## src/rtl/lms_dac_iq_serializer_pkg.sv

```systemverilog
// rtl/lms_dac_iq_serializer_pkg.sv - shared constants and types for the LMS DAC I/Q serializer
//
// Purpose: constants and types shared by the serializer top, its pair FIFO and the bench.
// Ports:   none (package).
package lms_dac_iq_serializer_pkg;

  localparam int LMS_DAC_WIDTH  = 12;
  localparam bit IQSEL_I_LEVEL  = 1'b0;
  localparam int UNDERRUN_CNT_W = 16;

  // One DAC sample pair, I in the upper half: {i, q}.
  typedef struct packed {
    logic [LMS_DAC_WIDTH-1:0] i;
    logic [LMS_DAC_WIDTH-1:0] q;
  } iq_pair_t;

  // Output slot currently being produced.
  typedef enum logic {
    PH_I = 1'b0,
    PH_Q = 1'b1
  } phase_t;

endpackage

```

## src/rtl/lms_iq_pair_fifo.sv

```systemverilog
// rtl/lms_iq_pair_fifo.sv - synchronous first-word-fall-through FIFO of I/Q pairs
//
// Purpose: small pair buffer; rd_data always shows the oldest entry, no write-to-read bypass.
// Ports:
//   clk, rst        clock, synchronous active-high reset
//   flush           empties the FIFO on the next edge (wins over push/pop)
//   push, wr_data   write one entry (caller guarantees not full)
//   pop             drop the head entry (caller guarantees not empty)
//   rd_data         head entry
//   level           entries currently held
//   level_next      level after this cycle's push/pop/flush
//   empty           level == 0
module lms_iq_pair_fifo #(
  parameter int DW = 24,
  parameter int AW = 2
) (
  input  logic          clk,
  input  logic          rst,
  input  logic          flush,
  input  logic          push,
  input  logic [DW-1:0] wr_data,
  input  logic          pop,
  output logic [DW-1:0] rd_data,
  output logic [AW:0]   level,
  output logic [AW:0]   level_next,
  output logic          empty
);
  localparam int DEPTH = 1 << AW;

  logic [DW-1:0] mem_q [DEPTH];
  logic [DW-1:0] mem_d [DEPTH];
  logic [AW-1:0] wr_ptr_q, wr_ptr_d;
  logic [AW-1:0] rd_ptr_q, rd_ptr_d;
  logic [AW:0]   level_q, level_d;

  always_comb begin
    mem_d    = mem_q;
    wr_ptr_d = wr_ptr_q;
    rd_ptr_d = rd_ptr_q;
    level_d  = level_q;
    if (flush) begin
      wr_ptr_d = '0;
      rd_ptr_d = '0;
      level_d  = '0;
    end else begin
      if (push) begin
        mem_d[wr_ptr_q] = wr_data;
        wr_ptr_d        = wr_ptr_q + AW'(1);
      end
      if (pop) begin
        rd_ptr_d = rd_ptr_q + AW'(1);
      end
      case ({push, pop})
        2'b10:   level_d = level_q + (AW+1)'(1);
        2'b01:   level_d = level_q - (AW+1)'(1);
        default: level_d = level_q;
      endcase
    end
  end

  always_ff @(posedge clk) begin
    if (rst) begin
      for (int k = 0; k < DEPTH; k++) mem_q[k] <= '0;
      wr_ptr_q <= '0;
      rd_ptr_q <= '0;
      level_q  <= '0;
    end else begin
      mem_q    <= mem_d;
      wr_ptr_q <= wr_ptr_d;
      rd_ptr_q <= rd_ptr_d;
      level_q  <= level_d;
    end
  end

  assign rd_data    = mem_q[rd_ptr_q];
  assign level      = level_q;
  assign level_next = level_d;
  assign empty      = (level_q == '0);

endmodule

```

## src/rtl/lms_dac_iq_serializer.sv

```systemverilog
// rtl/lms_dac_iq_serializer.sv - I/Q pair to interleaved LMS DAC word serializer
//
// Purpose: buffers I/Q pairs and emits one DAC word per clk, I then Q, with IQSEL strobe,
//          deterministic underrun fill and a saturating underrun counter.
// Ports:
//   clk, rst              sample clock, synchronous active-high reset
//   enable                run control; low flushes the FIFO and idles the DAC outputs
//   in_i, in_q, in_valid  input pair and its valid
//   in_ready              registered ready (never depends on in_valid)
//   dac_d, dac_iqsel      interleaved DAC word and IQSEL strobe
//   dac_en                registered copy of enable (TXEN)
//   underrun              one-cycle pulse per I slot that found the FIFO empty
//   underrun_count        saturating underrun counter, cleared by clear_count
//   fifo_level            pairs currently buffered
module lms_dac_iq_serializer
  import lms_dac_iq_serializer_pkg::*;
#(
  parameter int WIDTH         = LMS_DAC_WIDTH,
  parameter int FIFO_AW       = 2,
  parameter bit IQSEL_I       = IQSEL_I_LEVEL,
  parameter bit UNDERRUN_HOLD = 1'b0,
  parameter int CNT_W         = UNDERRUN_CNT_W
) (
  input  logic             clk,
  input  logic             rst,
  input  logic             enable,
  input  logic [WIDTH-1:0] in_i,
  input  logic [WIDTH-1:0] in_q,
  input  logic             in_valid,
  output logic             in_ready,
  output logic [WIDTH-1:0] dac_d,
  output logic             dac_iqsel,
  output logic             dac_en,
  output logic             underrun,
  output logic [CNT_W-1:0] underrun_count,
  input  logic             clear_count,
  output logic [FIFO_AW:0] fifo_level
);
  localparam int PW    = 2 * WIDTH;
  localparam int DEPTH = 1 << FIFO_AW;

  phase_t           phase_q, phase_d;
  logic             en_q, en_d;
  logic             rdy_q, rdy_d;
  logic [WIDTH-1:0] d_q, d_d;
  logic             sel_q, sel_d;
  logic             und_q, und_d;
  logic [CNT_W-1:0] cnt_q, cnt_d;
  logic [WIDTH-1:0] hold_q, hold_d;
  logic [PW-1:0]    last_q, last_d;

  logic             fifo_push, fifo_pop, fifo_empty;
  logic [PW-1:0]    fifo_rd, fill_pair;
  logic [FIFO_AW:0] fifo_lvl, fifo_lvl_next;

  assign fifo_push = in_valid & rdy_q;
  // Pops only in I slots so a Q word always follows its own I word.
  assign fifo_pop  = enable & (phase_q == PH_I) & ~fifo_empty;
  assign fill_pair = UNDERRUN_HOLD ? last_q : '0;

  lms_iq_pair_fifo #(
    .DW (PW),
    .AW (FIFO_AW)
  ) u_fifo (
    .clk        (clk),
    .rst        (rst),
    .flush      (~enable),
    .push       (fifo_push),
    .wr_data    ({in_i, in_q}),
    .pop        (fifo_pop),
    .rd_data    (fifo_rd),
    .level      (fifo_lvl),
    .level_next (fifo_lvl_next),
    .empty      (fifo_empty)
  );

  // Phase FSM: state register.
  always_ff @(posedge clk) begin
    if (rst) phase_q <= PH_I;
    else     phase_q <= phase_d;
  end

  // Phase FSM: next state; idling forces the next active cycle to be an I slot.
  always_comb begin
    phase_d = PH_I;
    if (enable && phase_q == PH_I) phase_d = PH_Q;
  end

  // Phase FSM: registered outputs and datapath.
  always_comb begin
    en_d   = enable;
    d_d    = d_q;
    sel_d  = sel_q;
    und_d  = 1'b0;
    hold_d = hold_q;
    last_d = last_q;
    if (!enable) begin
      d_d   = '0;
      sel_d = ~IQSEL_I;
    end else if (phase_q == PH_I) begin
      sel_d = IQSEL_I;
      if (!fifo_empty) begin
        d_d    = fifo_rd[PW-1:WIDTH];
        hold_d = fifo_rd[WIDTH-1:0];
        last_d = fifo_rd;
      end else begin
        d_d    = fill_pair[PW-1:WIDTH];
        hold_d = fill_pair[WIDTH-1:0];
        und_d  = 1'b1;
      end
    end else begin
      d_d   = hold_q;
      sel_d = ~IQSEL_I;
    end

    rdy_d = enable & (fifo_lvl_next < (FIFO_AW+1)'(DEPTH));

    cnt_d = cnt_q;
    if (clear_count)                cnt_d = '0;
    else if (und_d && cnt_q != '1)  cnt_d = cnt_q + CNT_W'(1);
  end

  always_ff @(posedge clk) begin
    if (rst) begin
      en_q   <= 1'b0;
      rdy_q  <= 1'b0;
      d_q    <= '0;
      sel_q  <= ~IQSEL_I;
      und_q  <= 1'b0;
      cnt_q  <= '0;
      hold_q <= '0;
      last_q <= '0;
    end else begin
      en_q   <= en_d;
      rdy_q  <= rdy_d;
      d_q    <= d_d;
      sel_q  <= sel_d;
      und_q  <= und_d;
      cnt_q  <= cnt_d;
      hold_q <= hold_d;
      last_q <= last_d;
    end
  end

  assign in_ready       = rdy_q;
  assign dac_d          = d_q;
  assign dac_iqsel      = sel_q;
  assign dac_en         = en_q;
  assign underrun       = und_q;
  assign underrun_count = cnt_q;
  assign fifo_level     = fifo_lvl;

endmodule

```

## config.mk

```make
export PLATFORM = sky130hd
export DESIGN_NAME = lms_dac_iq_serializer
export DESIGN_NICKNAME = d
export VERILOG_FILES = /design/src/rtl/lms_dac_iq_serializer_pkg.sv /design/src/rtl/lms_iq_pair_fifo.sv /design/src/rtl/lms_dac_iq_serializer.sv
export SDC_FILE = /design/constraint.sdc
export NUM_CORES = 1
export LEC_CHECK = 0
export BUFFER_PORTS_ARGS = -buffer_cell sky130_fd_sc_hd__clkbuf_2
export CAP_MARGIN = 10
export CORE_MARGIN = 2
export CORE_UTILIZATION = 35
export CTS_CLUSTER_DIAMETER = 150
export CTS_CLUSTER_SIZE = 10
export DETAILED_ROUTE_END_ITERATION = 8
export GPL_TIMING_DRIVEN = 0
export PLACE_DENSITY = 0.55
export RECOVER_POWER = 100
export SETUP_SLACK_MARGIN = 0.5
export SLEW_MARGIN = 5
export SYNTH_ARGS = -nofsm -noshare
export SYNTH_HDL_FRONTEND = slang
export SYNTH_HIERARCHICAL = 1
export SYNTH_SLANG_ARGS = --single-unit
export TNS_END_PERCENT = 20
```

## constraint.sdc

```tcl
create_clock -name clk -period 3.06 [get_ports clk]
set_input_delay 0.459 -clock clk [delete_from_list [all_inputs] [get_ports clk]]
set_output_delay 0.459 -clock clk [all_outputs]
set_load 0.02 [all_outputs]
```

==> metrics.cfg <==
[synthesis]
syn_inst=702
synth_area_per_cell_um2=8.95
yosysWarnings=6
syn_nets=738
syn_area_um2=6280

[worst_setup_path]
reg2reg_to=in_ready
r2r_slack_ns=0.47
critPathMaxFanout=10
cp-end-kind=register
path_buf_inv=3
r2r-start=phase_q
cpLargestDelayFamily=simple AND/OR/NAND/NOR gates
worst_ep_required_time_ns=3.35
crit_chain=clkbuf_1, nand2b_1, clkbuf_4, buf_6, nor2_1, ha_1, fa_1, xnor2_1, or3_1, a21oi_1, nor2_1
r2r_cells=11
cp.arrival_ns=2.87
crit_start=phase_q
crit_path_frequent_cell=nor2_1
start_kind=register
cp_num_cells=11
setup.worst_path.end=in_ready
cp_slowest_stage_delay_ns=0.38
slowest_stage=fa_1
crit_type=reg -> reg

[placed_design]
dp.cells=994
port_buffers=63
place_congestion=0.788
hpwl_um=11800

[global_routing]
grt_pass1_vias=4950
grt_pass1_wl_um=27400
grt_max_degree=17
grt_use_total=0.183
grt_overflow=0
antenna_found_initial=2

[cells_and_area]
fin_cells=1028
nets=823
area_growth_pct=17.2
layout-drive-gt1-share=0.153
fillers=1862

[floorplanning]
row_count=49
core_um2=17800
die_h_um=138
ios=64
die-area_um2=19000
start_util=0.353
fp.dieW_um=138

[sta]
fin_crit_sh=0.846
finalClockSkew_ns=0.00594
fmax_mhz=386
hold_violations=0
slew_headroom=0.391
grt_setup_unrepaired=false
tns_ns=0
final-setup-viol-count=0
worstMarginPinSlew_ns=0.906
fin_crit_ns=2.59
finalMaxSlewViolations=0

[clock_network]
path_clk_slew_ns=0.06
clk_latency_ns=0.42
cts_sinks=148
root_buffer=clkbuf_16
htree_levels=4
clk_path_buf_depth=2
cts_tree=yes
cts_buffers=17
holdBufCountCts=0

[routing]
drtAntennaViolNets=0
drt-pass1-iter-count=5
post_drt_wl_per_cell_um=16.8
vias=5173
routed_wl_um=17300
drc=0
routed_via_density=5.03
initialDrtViolationCount=382

[pwr]
powerDensity_nw_per_um2=562
irDropWorstVdd_mv=0.426
leakage_nw=2.40

[outcome]
status=completed

[worst_hold_path]
hold_class=in -> reg
whs_path_depth=3
worst_hold_startpoint=in_q[11]

[job]
drv_cap=0

layer usage:
| metal | part of all wire | global-route usage | up-vias |
|---|---|---|---|
| li1 | - | - | 2581 |
| met1 | 0.48 | 0.259 | 2448 |
| met2 | 0.45 | 0.279 | 129 |
| met3 | 0.056 | 0.0454 | 13 |
| met4 | 0.0093 | 0.0510 | 2 |
| met5 | 0.00081 | 0 | - |
cells in the final DEF (no fill, tap or decap), drive strengths merged:
master and n:
clkinvlp 2, a41oi 2, mux4 24, fa 1
bufinv 2, dfxtp 148, xnor2 3, o31ai 6
a21oi 121, o21a 2, and3b 5, nand3b 5
or4 7, nand4 7, nand2 201, clkinv 6
or3 6, nor3b 14, and2 2, o21ai 3
a22oi 11, nand4b 1, nor4 3, or2 3
ha 6, nand3 4, nor3 7, and4 1
a211oi 2, diode 1, buf 20, inv 8
nor2 37, mux2i 3, nand2b 2, o211ai 1
clkbuf 119, xor2 2, a311oi 1
what timing repair did:
item	CTS	global route
setup endpoints to repair	2	2
setup buffers	0	3
resized for setup	5	7
final cells by class:
type	count	area (um^2)	area share
Buffer	53	299	0.0406
Clock inverter	10	109	0.0148
Antenna cell	1	2.50	0.000340
Timing Repair Buffer	66	285	0.0387
Sequential cell	148	2960	0.402
Multi-Input combinational cell	493	2930	0.398
Inverter	8	30.0	0.00408
Tap cell	229	287	0.0389
Clock buffer	20	457	0.0620
state kept, by name (all words and copies together) (netlist names):
| register | flops |
|---|---|
| phase_q | 1 |
| dac_d | 12 |
| u_fifo/wr_ptr_q | 2 |
| dac_en | 1 |
| underrun_count | 16 |
| in_ready | 1 |
| underrun | 1 |
| hold_q | 12 |
| u_fifo/mem_q | 96 |
| u_fifo/level | 3 |
| u_fifo/rd_ptr_q | 2 |
| dac_iqsel | 1 |
worst min path at each step:
stage | end | slack [ns]
3_3_place_gp | u_fifo/mem_q[55] | 0.44
2_1_floorplan | u_fifo/mem_q[47] | 0.43
3_5_place_dp | u_fifo/mem_q[1] | 0.44
6_report | u_fifo/mem_q[11] | 0.30
4_1_cts | hold_q[5] | 0.28
5_1_grt | u_fifo/mem_q[75] | 0.31
metrics by stage:
| stage | hold WS [ns] | power [mW] | cell area (um^2) | setup slack, ns | utilization |
|---|---|---|---|---|---|
| final | 0.303 | 4.14 | 7370 | 0.472 | 0.414 |
| after CTS | 0.280 | 4.19 | 7460 | 0.512 | 0.420 |
| after floorplan | 0.433 | 2.08 | 6290 | 0.588 | - |
| after global routing | 0.306 | 4.29 | 7360 | 0.277 | 0.414 |
| after detailed placement | 0.444 | 2.16 | 6890 | 0.0597 | 0.387 |
| after global placement | 0.441 | 2.17 | 6890 | 0.0401 | 0.387 |
worst register-to-register path, cell delays in order, from the launching register on:
cell and delay, ns:
dfxtp_1 0.30, clkbuf_1 0.30, nand2b_1 0.16, clkbuf_4 0.17, buf_6 0.14, nor2_1 0.09
ha_1 0.23, fa_1 0.38, xnor2_1 0.14, or3_1 0.32, a21oi_1 0.15, nor2_1 0.06
power breakdown:
part	internal, mW	leakage [nW]	total (mW)	switching (mW)
logic	0.0525	0.933	0.172	0.120
registers	1.94	1.19	1.95	0.00685
clock network	1.23	0.277	2.02	0.795
(Power assumes the default switching activity.)
